### src/rtl/io_timer.sv
// io_timer: bus-mapped 16-bit timer with prescaler, compare match and interrupt.
// Optional PWM output and DUTY registers are built when IO_TIMER_PWM_EN is defined.
module io_timer #(
    parameter logic [7:0] BASE_ADDR = 8'h20
) (
    input  logic       clk,
    input  logic       reset,
    input  logic [7:0] address,
    input  logic [7:0] din,
    output logic [7:0] dout,
    input  logic       write_en,
    input  logic       read_en,
    output logic       interrupt,
    input  logic       interrupt_clr
`ifdef IO_TIMER_PWM_EN
    ,
    output logic       pwm_out
`endif
);

    localparam logic [2:0] OFF_CTRL   = 3'd0;
    localparam logic [2:0] OFF_STATUS = 3'd1;
    localparam logic [2:0] OFF_CMP_L  = 3'd2;
    localparam logic [2:0] OFF_CMP_H  = 3'd3;
    localparam logic [2:0] OFF_CNT_L  = 3'd4;
    localparam logic [2:0] OFF_CNT_H  = 3'd5;
    localparam logic [2:0] OFF_DUTY_L = 3'd6;
    localparam logic [2:0] OFF_DUTY_H = 3'd7;

    // Low PS bits of the prescaler that must all be ones for a tick.
    function automatic logic [6:0] ps_mask(input logic [2:0] ps);
        case (ps)
            3'd0:    ps_mask = 7'h00;
            3'd1:    ps_mask = 7'h01;
            3'd2:    ps_mask = 7'h03;
            3'd3:    ps_mask = 7'h07;
            3'd4:    ps_mask = 7'h0F;
            3'd5:    ps_mask = 7'h1F;
            3'd6:    ps_mask = 7'h3F;
            default: ps_mask = 7'h7F;
        endcase
    endfunction

    logic        en_r, reload_r, ie_r, match_r;
    logic [2:0]  ps_r;
    logic [15:0] cmp_r, cnt_r;
    logic [7:0]  shadow_r, dout_r;
    logic [6:0]  presc_r;

    logic        en_s, reload_s, ie_s, match_s;
    logic [2:0]  ps_s;
    logic [15:0] cmp_s, cnt_s;
    logic [7:0]  shadow_s, dout_s;
    logic [6:0]  presc_s, mask_s;
    logic [7:0]  off_s;
    logic [2:0]  sel_s;
    logic        hit_s, wr_s, rd_s, tick_s, eq_s, match_set_s, match_clr_s;

`ifdef IO_TIMER_PWM_EN
    logic [15:0] duty_r, duty_s;
    logic        pwm_r, pwm_s;
`endif

    // Address decode, prescaler tick and compare detection.
    always_comb begin
        off_s  = address - BASE_ADDR;
        hit_s  = (off_s[7:3] == 5'd0);
        sel_s  = off_s[2:0];
        wr_s   = write_en & hit_s;
        rd_s   = read_en & hit_s;
        mask_s = ps_mask(ps_r);
        tick_s = en_r & ((presc_r & mask_s) == mask_s);
        eq_s   = (cnt_r == cmp_r);
    end

    // Next-state logic; CPU writes are applied last so they override counting.
    always_comb begin
        en_s        = en_r;
        reload_s    = reload_r;
        ie_s        = ie_r;
        ps_s        = ps_r;
        cmp_s       = cmp_r;
        cnt_s       = cnt_r;
        presc_s     = presc_r;
        match_set_s = 1'b0;
        match_clr_s = interrupt_clr;
`ifdef IO_TIMER_PWM_EN
        duty_s      = duty_r;
        pwm_s       = en_r & (cnt_r < duty_r);
`endif

        if (tick_s) begin
            presc_s = 7'd0;
            if (eq_s) begin
                match_set_s = 1'b1;
                if (reload_r) begin
                    cnt_s = 16'd0;
                end else begin
                    en_s = 1'b0;
                end
            end else begin
                cnt_s = cnt_r + 16'd1;
            end
        end else if (en_r) begin
            presc_s = presc_r + 7'd1;
        end else begin
            presc_s = presc_r;
        end

        if (wr_s) begin
            case (sel_s)
                OFF_CTRL: begin
                    en_s     = din[0];
                    reload_s = din[1];
                    ie_s     = din[2];
                    ps_s     = din[5:3];
                    presc_s  = 7'd0;
                end
                OFF_STATUS: match_clr_s = interrupt_clr | din[0];
                OFF_CMP_L:  cmp_s = {cmp_r[15:8], din};
                OFF_CMP_H:  cmp_s = {din, cmp_r[7:0]};
                OFF_CNT_L:  cnt_s = {cnt_r[15:8], din};
                OFF_CNT_H:  cnt_s = {din, cnt_r[7:0]};
`ifdef IO_TIMER_PWM_EN
                OFF_DUTY_L: duty_s = {duty_r[15:8], din};
                OFF_DUTY_H: duty_s = {din, duty_r[7:0]};
`endif
                default: match_clr_s = interrupt_clr;
            endcase
        end else begin
            match_clr_s = interrupt_clr;
        end

        if (match_set_s) begin
            match_s = 1'b1;
        end else if (match_clr_s) begin
            match_s = 1'b0;
        end else begin
            match_s = match_r;
        end
    end

    // Read mux; reading CNT_L latches CNT_H for an atomic 16-bit read.
    always_comb begin
        dout_s   = dout_r;
        shadow_s = shadow_r;
        if (rd_s) begin
            case (sel_s)
                OFF_CTRL:   dout_s = {2'b00, ps_r, ie_r, reload_r, en_r};
                OFF_STATUS: dout_s = {6'b000000, en_r, match_r};
                OFF_CMP_L:  dout_s = cmp_r[7:0];
                OFF_CMP_H:  dout_s = cmp_r[15:8];
                OFF_CNT_L: begin
                    dout_s   = cnt_r[7:0];
                    shadow_s = cnt_r[15:8];
                end
                OFF_CNT_H:  dout_s = shadow_r;
`ifdef IO_TIMER_PWM_EN
                OFF_DUTY_L: dout_s = duty_r[7:0];
                OFF_DUTY_H: dout_s = duty_r[15:8];
`endif
                default:    dout_s = 8'h00;
            endcase
        end else begin
            dout_s = dout_r;
        end
    end

    // State register with synchronous active-low reset.
    always_ff @(posedge clk) begin
        if (!reset) begin
            en_r     <= 1'b0;
            reload_r <= 1'b0;
            ie_r     <= 1'b0;
            ps_r     <= 3'd0;
            match_r  <= 1'b0;
            cmp_r    <= 16'd0;
            cnt_r    <= 16'd0;
            shadow_r <= 8'h00;
            presc_r  <= 7'd0;
            dout_r   <= 8'h00;
`ifdef IO_TIMER_PWM_EN
            duty_r   <= 16'd0;
            pwm_r    <= 1'b0;
`endif
        end else begin
            en_r     <= en_s;
            reload_r <= reload_s;
            ie_r     <= ie_s;
            ps_r     <= ps_s;
            match_r  <= match_s;
            cmp_r    <= cmp_s;
            cnt_r    <= cnt_s;
            shadow_r <= shadow_s;
            presc_r  <= presc_s;
            dout_r   <= dout_s;
`ifdef IO_TIMER_PWM_EN
            duty_r   <= duty_s;
            pwm_r    <= pwm_s;
`endif
        end
    end

    assign dout      = dout_r;
    assign interrupt = match_r & ie_r;
`ifdef IO_TIMER_PWM_EN
    assign pwm_out   = pwm_r;
`endif

endmodule

### config.mk
export PLATFORM = sky130hd
export DESIGN_NAME = io_timer
export DESIGN_NICKNAME = d
export VERILOG_FILES = /design/src/rtl/io_timer.sv
export SDC_FILE = /design/constraint.sdc
export NUM_CORES = 1
export LEC_CHECK = 0
export CAP_MARGIN = 20
export CORE_UTILIZATION = 45
export CTS_CLUSTER_DIAMETER = 40
export CTS_CLUSTER_SIZE = 25
export DETAILED_ROUTE_END_ITERATION = 16
export GPL_TIMING_DRIVEN = 0
export SETUP_SLACK_MARGIN = 0.4
export SLEW_MARGIN = 15
export SYNTH_ARGS = -nofsm -noshare
export SYNTH_HDL_FRONTEND = slang
export SYNTH_SLANG_ARGS = --single-unit
export TNS_END_PERCENT = 1
### constraint.sdc
create_clock -name clk -period 4.6 [get_ports clk]
set_input_delay 1.15 -clock clk [delete_from_list [all_inputs] [get_ports clk]]
set_output_delay 1.15 -clock clk [all_outputs]
set_load 0.02 [all_outputs]
==> results of run 1 <==
[layer usage]
metal / wire length (um) / part of all wire, %
met1: 4947 / 46
met2: 4656 / 44
met3: 811 / 7.6
met4: 242 / 2.3
met5: 0 / 0
[critical path: stages]
cell and delay [ns]:
clkdlybuf4s50_1 0.51, buf_1 0.61, clkbuf_1 0.56, mux2i_1 0.19, o311ai_0 0.45, o21ai_0 0.16, nor2_1 0.10
[through the flow]
step | worst slack, ns | cell area (sq um) | util [%] | instances
floorplan | 1.682 | 3460 | - | 397
global placement | 0.7623 | 3864 | 52.71 | 524
detailed placement | 0.6950 | 3864 | 52.71 | 524
CTS | 1.025 | 4038 | 55.08 | 540
global route | 0.9888 | 4044 | 55.16 | 540
finish | 1.165 | 4044 | 55.16 | 540
[cells in the final DEF (no fill, tap or decap), types with 4 or more instances in the layout]
cell             count
and2_1               4
nand2b_1             8
mux2_2               6
a31o_2               4
a221oi_1             4
o21ai_0              7
xor2_1              21
inv_1                5
or3_1                5
o211ai_1             5
clkbuf_1            22
dfxtp_1             62
o311ai_0             8
a21oi_1              7
a22o_1               7
and3_1               5
clkdlybuf4s50_1     28
nand3_1             11
nor4_1               6
a211oi_1             4
mux2i_1             37
nor2_1              55
nand4_1             21
nand2_1             23
a22oi_1              8
nor3_1               5
clkbuf_8             9
[layout make-up]
cell class	instances	area, sq um	share of cell area [%]
clock buffers	9	123.9	3.063
inverters	6	22.52	0.5569
repair buffers	28	280.3	6.931
clock inverters	7	50.05	1.238
flip-flops and latches	62	1241	30.69
plain buffers	27	107.6	2.661
well taps	99	123.9	3.063
multi-input cells	302	2095	51.79
[worst min path at each step]
stage,start,endpoint
2_1_floorplan,shadow_r[2],shadow_r[2]
3_3_place_gp,shadow_r[4],shadow_r[4]
3_5_place_dp,shadow_r[4],shadow_r[4]
4_1_cts,shadow_r[4],shadow_r[4]
5_1_grt,shadow_r[4],shadow_r[4]
6_report,shadow_r[4],shadow_r[4]
[registers in the layout, indices dropped and copies added, names as in the netlist]
| signal | cells |
|---|---|
| ie_r | 1 |
| match_r | 1 |
| presc_r | 7 |
| shadow_r | 8 |
| reload_r | 1 |
| cnt_r | 16 |
| dout | 8 |
| en_r | 1 |
| ps_r | 3 |
| cmp_r | 16 |
[cells by family (layout without fill, tap and decap cells)]
kind of cell    Yosys count  after routing
simple gates            159            159
compound gates           74             74
flops                    62             62
mux                      45             45
buf+inv                  33             77
xor+xnor                 22             22
fa+ha+maj                 2              2
[power groups by stage]
stage,sequential [uW],clock [uW],combinational [uW]
floorplan,556,0,64.6
global placement,557,0,119
detailed placement,557,0,119
CTS,544,440,119
global route,545,467,130
finish,545,435,123
==> out/results.tsv, run 1 <==
metric	value	unit
share of synthesized flip-flops with an asynchronous set or reset	0	%
num rows	31	
nets@finish	459	
Core Region	0.007331	sq mm
Die Wd	89.68	um
Worst-Skew Late Latency	0.36	ns
Critical Path Sink	dout[6]	
Hold WS	0.5001	ns
Detailed Routing Iterations Pass 1	5	
GRT overflow	0	
DR iter-0 viols	421	
kind of critical path	in2reg	
peak supply drop	0.1495	mV
Synth Area in XOR/XNOR	5.570	%
Clock Tree Buf Depth	2	
GRT met1 Usage	41.06	%
Antenna Violating Nets Remaining	0	
post-synthesis sequential element count	62	
RSZ-0062 raised after global routing	false	
share of layout cells above drive strength 1	8.844	%
cts bufs inserted	9	
DR vias/cell	6.102	
status	finished clean	
synth top area cells	dfxtp_1, mux2i_1, nor2_1	
leakage	0.001477	uW
Max-slew headroom	48.09	%
# fillers	693	
CP Max Fanout	10	
setup TNS	0	ns
period utilization	74.68	%
Syn Std Cell Area	0.003460	sq mm
syn nets	420	
Tot Pwr	1102	uW
Final Critical Period	3.435	ns
via count	3295	
largest family of logic cells by synthesized area	simple AND/OR/NAND/NOR gates	
Mapped Avg Cell Area	8.714	sq um
Area Growth Syn to Fin	16.89	%
Internal Power	777.3	uW
number of enable flip-flop cells after synthesis	0	
Die Span Y	89.68	um
hpwl dp	7.747	mm
I/O Pins	30	
Final Hold Vio Count	0	
register area share after synthesis	35.88	%
Reg-to-Reg End	cnt_r[14]	
fmax	291.1	MHz
clock sink count	62	
endpoints failing setup	0	
Mapped Cells	397	
switching share of power	29.50	%
Synth Flop Type	dfxtp_1	
Die Footprint	0.008043	sq mm
WP data arrival	3.73	ns
met2 Use GR	42.84	%
final WL	10.66	mm
Req. time, crit path	4.90	ns
Compound-Gate Fraction of Synth Area	16.35	%
Pins Over Slew Limit	0	
hold path depth	2	
cell accounting for the most synthesized area	dfxtp_1	
IO buf count	28	
Synth Area in Simple Gates	23.76	%
Max Cap Viol	0	
first-pass GRT wire length	16.73	mm
Reg2Reg Depth	8	
CP startpoint kind	primary input	
H-tree levels	3	
Starting Density	47.19	%
Logic pwr share	11.1	%
leading cell types by count after synthesis	dfxtp_1, nor2_1, mux2i_1	
clk slew on worst S/H paths	0.08	ns
vias in the first global route	3028	
top-count cell post-synth	dfxtp_1	
CTS Hold Buffers Added	0	
Pwr Density	272.6	mW/mm^2
Setup Fix Bufs, Post-CTS	0	
gr usage total	28.62	%
diode count	0	
largest net degree at the start of global routing	13	
adder-cell share of the synthesized area	0.7233	%
HP Class	reg2reg	
crit path from	address[0]	
Yosys top cell area share	35.88	%
clock tree from TritonCTS	built	
Worst Skew	0.009498	ns
routability congestion estimate	0.8937	
initial antenna violation count	0	
Top Usage Layer GRT	met2	
met3 Use GR	5.484	%
Ys Warns	0	
drt wl/cell	19.74	um
clock group share of total power	39.5	%
Clock Root Buffer	clkbuf_8	
library cells used by synthesis	55	
CP Capture Type	register	
P_sw	325.2	uW
post-synthesis mux area share	13.96	%
Flop pwr share	49.4	%
DRC	0	
register-to-register setup slack	1.79	ns
Least-Margin Pin Slew	0.7772	ns
Resize count post-CTS	0	
Reg-to-Reg Start	cnt_r[3]	
Power figures use the tool's default switching activity.
==> run 2, diff against run 1 <==
==> constraint.sdc (replaced) <==
create_clock -name clk -period 3.4 [get_ports clk]
set_input_delay 0.85 -clock clk [delete_from_list [all_inputs] [get_ports clk]]
set_output_delay 0.85 -clock clk [all_outputs]
set_load 0.02 [all_outputs]
==> out/results.tsv, run 2 (same netlist as run 1, synthesis figures left out) <==
metric	value	unit	change
Die Wd	89.68	um	unchanged
fmax	331.3	MHz	
nets@finish	462		+0.65%
Final Hold Vio Count	0		unchanged
Starting Density	47.19	%	unchanged
dpl ws	-0.2050	ns	-0.9000 ns
CP Max Fanout	9		-1
H-tree levels	3		unchanged
Pins Over Slew Limit	0		unchanged
Antenna Violating Nets Remaining	0		unchanged
Least-Margin Pin Slew	0.7660	ns	-0.01116 ns
diode count	0		unchanged
share of the core filled with cells	55.57	%	+0.41 points
Detailed Routing Iterations Pass 1	5		unchanged
num rows	31		unchanged
IO buf count	28		unchanged
Clock Tree Buf Depth	2		unchanged
gr usage total	28.64	%	about the same
CP startpoint kind	primary input		
status	finished clean		
# fillers	689		-0.58%
clock sink count	62		unchanged
Die Span Y	89.68	um	unchanged
routability congestion estimate	0.8937		unchanged
leakage	0.001499	uW	+1.5%
drt wl/cell	19.80	um	+0.32%
via count	3353		+1.8%
DRC	0		unchanged
final WL	10.75	mm	+0.87%
Pwr Density	366.6	mW/mm^2	+34%
clk slew on worst S/H paths	0.08	ns	about the same
Worst Skew	0.01054	ns	+0.001044 ns
RSZ-0062 raised after global routing	true		
peak supply drop	0.1988	mV	+33%
Worst-Skew Late Latency	0.36	ns	about the same
Max Cap Viol	0		unchanged
largest net degree at the start of global routing	13		unchanged
first-pass GRT wire length	16.74	mm	about the same
I/O Pins	30		unchanged
final worst setup slack	0.3815	ns	-0.7831 ns
leading cell type in the layout, fill and taps excluded	dfxtp_1		
most frequent cells in the layout	dfxtp_1, nor2_1, mux2i_1, clkdlybuf4s50_1, nand2_1		
kind of critical path	in2reg		
Max-slew headroom	48.84	%	+0.75 points
DR iter-0 viols	384		-8.8%
Area Growth Syn to Fin	17.76	%	
cts bufs inserted	9		unchanged
largest registers	cmp_r (16), cnt_r (16)		
vias in the first global route	3029		+0.033%
HP Class	reg2reg		
GRT overflow	0		unchanged
initial antenna violation count	0		unchanged
CP Capture Type	register		
WP data arrival	3.32	ns	-0.41 ns
Clock Root Buffer	clkbuf_8		
DR vias/cell	6.175		+1.2%
Tot Pwr	1494	uW	+35%
period utilization	88.78	%	
endpoints failing setup	0		unchanged
Core Region	0.007331	sq mm	unchanged
hpwl dp	7.747	mm	unchanged
Die Footprint	0.008043	sq mm	unchanged
Final Critical Period	3.019	ns	
Req. time, crit path	3.70	ns	-1.20 ns
clock tree from TritonCTS	built		
share of layout cells above drive strength 1	9.910	%	+1.1 points
## run 2: cell count changes in the layout (fill, tap and decap cells not counted)
cell      before  now
clkbuf_2       0    1
nor4b_1        1    0
buf_1          2    1
buf_4          1    4
nor4b_2        0    1
## run 2: path summary, 6_finish.rpt
kind	startpoint	to	slack, ns	cells past startpoint
worst min-delay path	shadow_r[4]	shadow_r[4]	0.50	2
worst max-delay path	address[2]	cnt_r[12]	0.38	7
worst max register to register	cnt_r[3]	cnt_r[14]	0.61	8
worst min register to register	shadow_r[4]	shadow_r[4]	0.50	2
## run 2: report_power, final
part	switching, uW	internal, uW	total [uW]
clock network	325	265	590
registers	5.39	731	737
logic	111	56.0	167
## run 2: final cells by class
class                      count  area (sq um)  area share [%]
multi-input combinational    302          2101           51.57
sequential                    62          1241           30.47
timing repair buffer          31         302.8           7.432
clock buffer                   9         123.9           3.041
tap                           99         123.9           3.041
buffer                        27         108.9           2.672
clock inverter                 7         50.05           1.229
inverter                       6         22.52          0.5528
## run 2: per-layer routing
metal | vias up | routed length (um) | GRT usage [%]
met5 | - | 0 | 0
met4 | 0 | 223 | 9.812
met3 | 18 | 881 | 5.484
met2 | 173 | 4734 | 42.91
met1 | 1600 | 4911 | 41.06
li1 | 1562 | - | -
## run 2: worst max-delay path, cell delays in order
cell,delay [ns]
clkdlybuf4s50_1,0.51
nor2b_1,0.18
clkbuf_1,0.19
a31oi_1,0.56
nand4_1,0.46
or3_1,0.48
nand3_1,0.08
## run 2: per-stage QoR
| stage | TNS (ns) | area [sq um] | hold WS (ns) | cells |
|---|---|---|---|---|
| final | 0 | 4074 | 0.5004 | 543 |
| after floorplan | 0 | 3460 | 0.4584 | 397 |
| after global placement | -1.100 | 3864 | 0.4724 | 524 |
| after detailed placement | -1.632 | 3864 | 0.4838 | 524 |
| after CTS | 0 | 4044 | 0.5031 | 540 |
| after global routing | 0 | 4074 | 0.5223 | 543 |
## run 2: timing repair
item                                    CTS  global route
hold buffers                              0             0
resized for setup                         1             2
setup buffers                             0             3
endpoints found under the setup margin   17            34
pin swaps                                 0             2
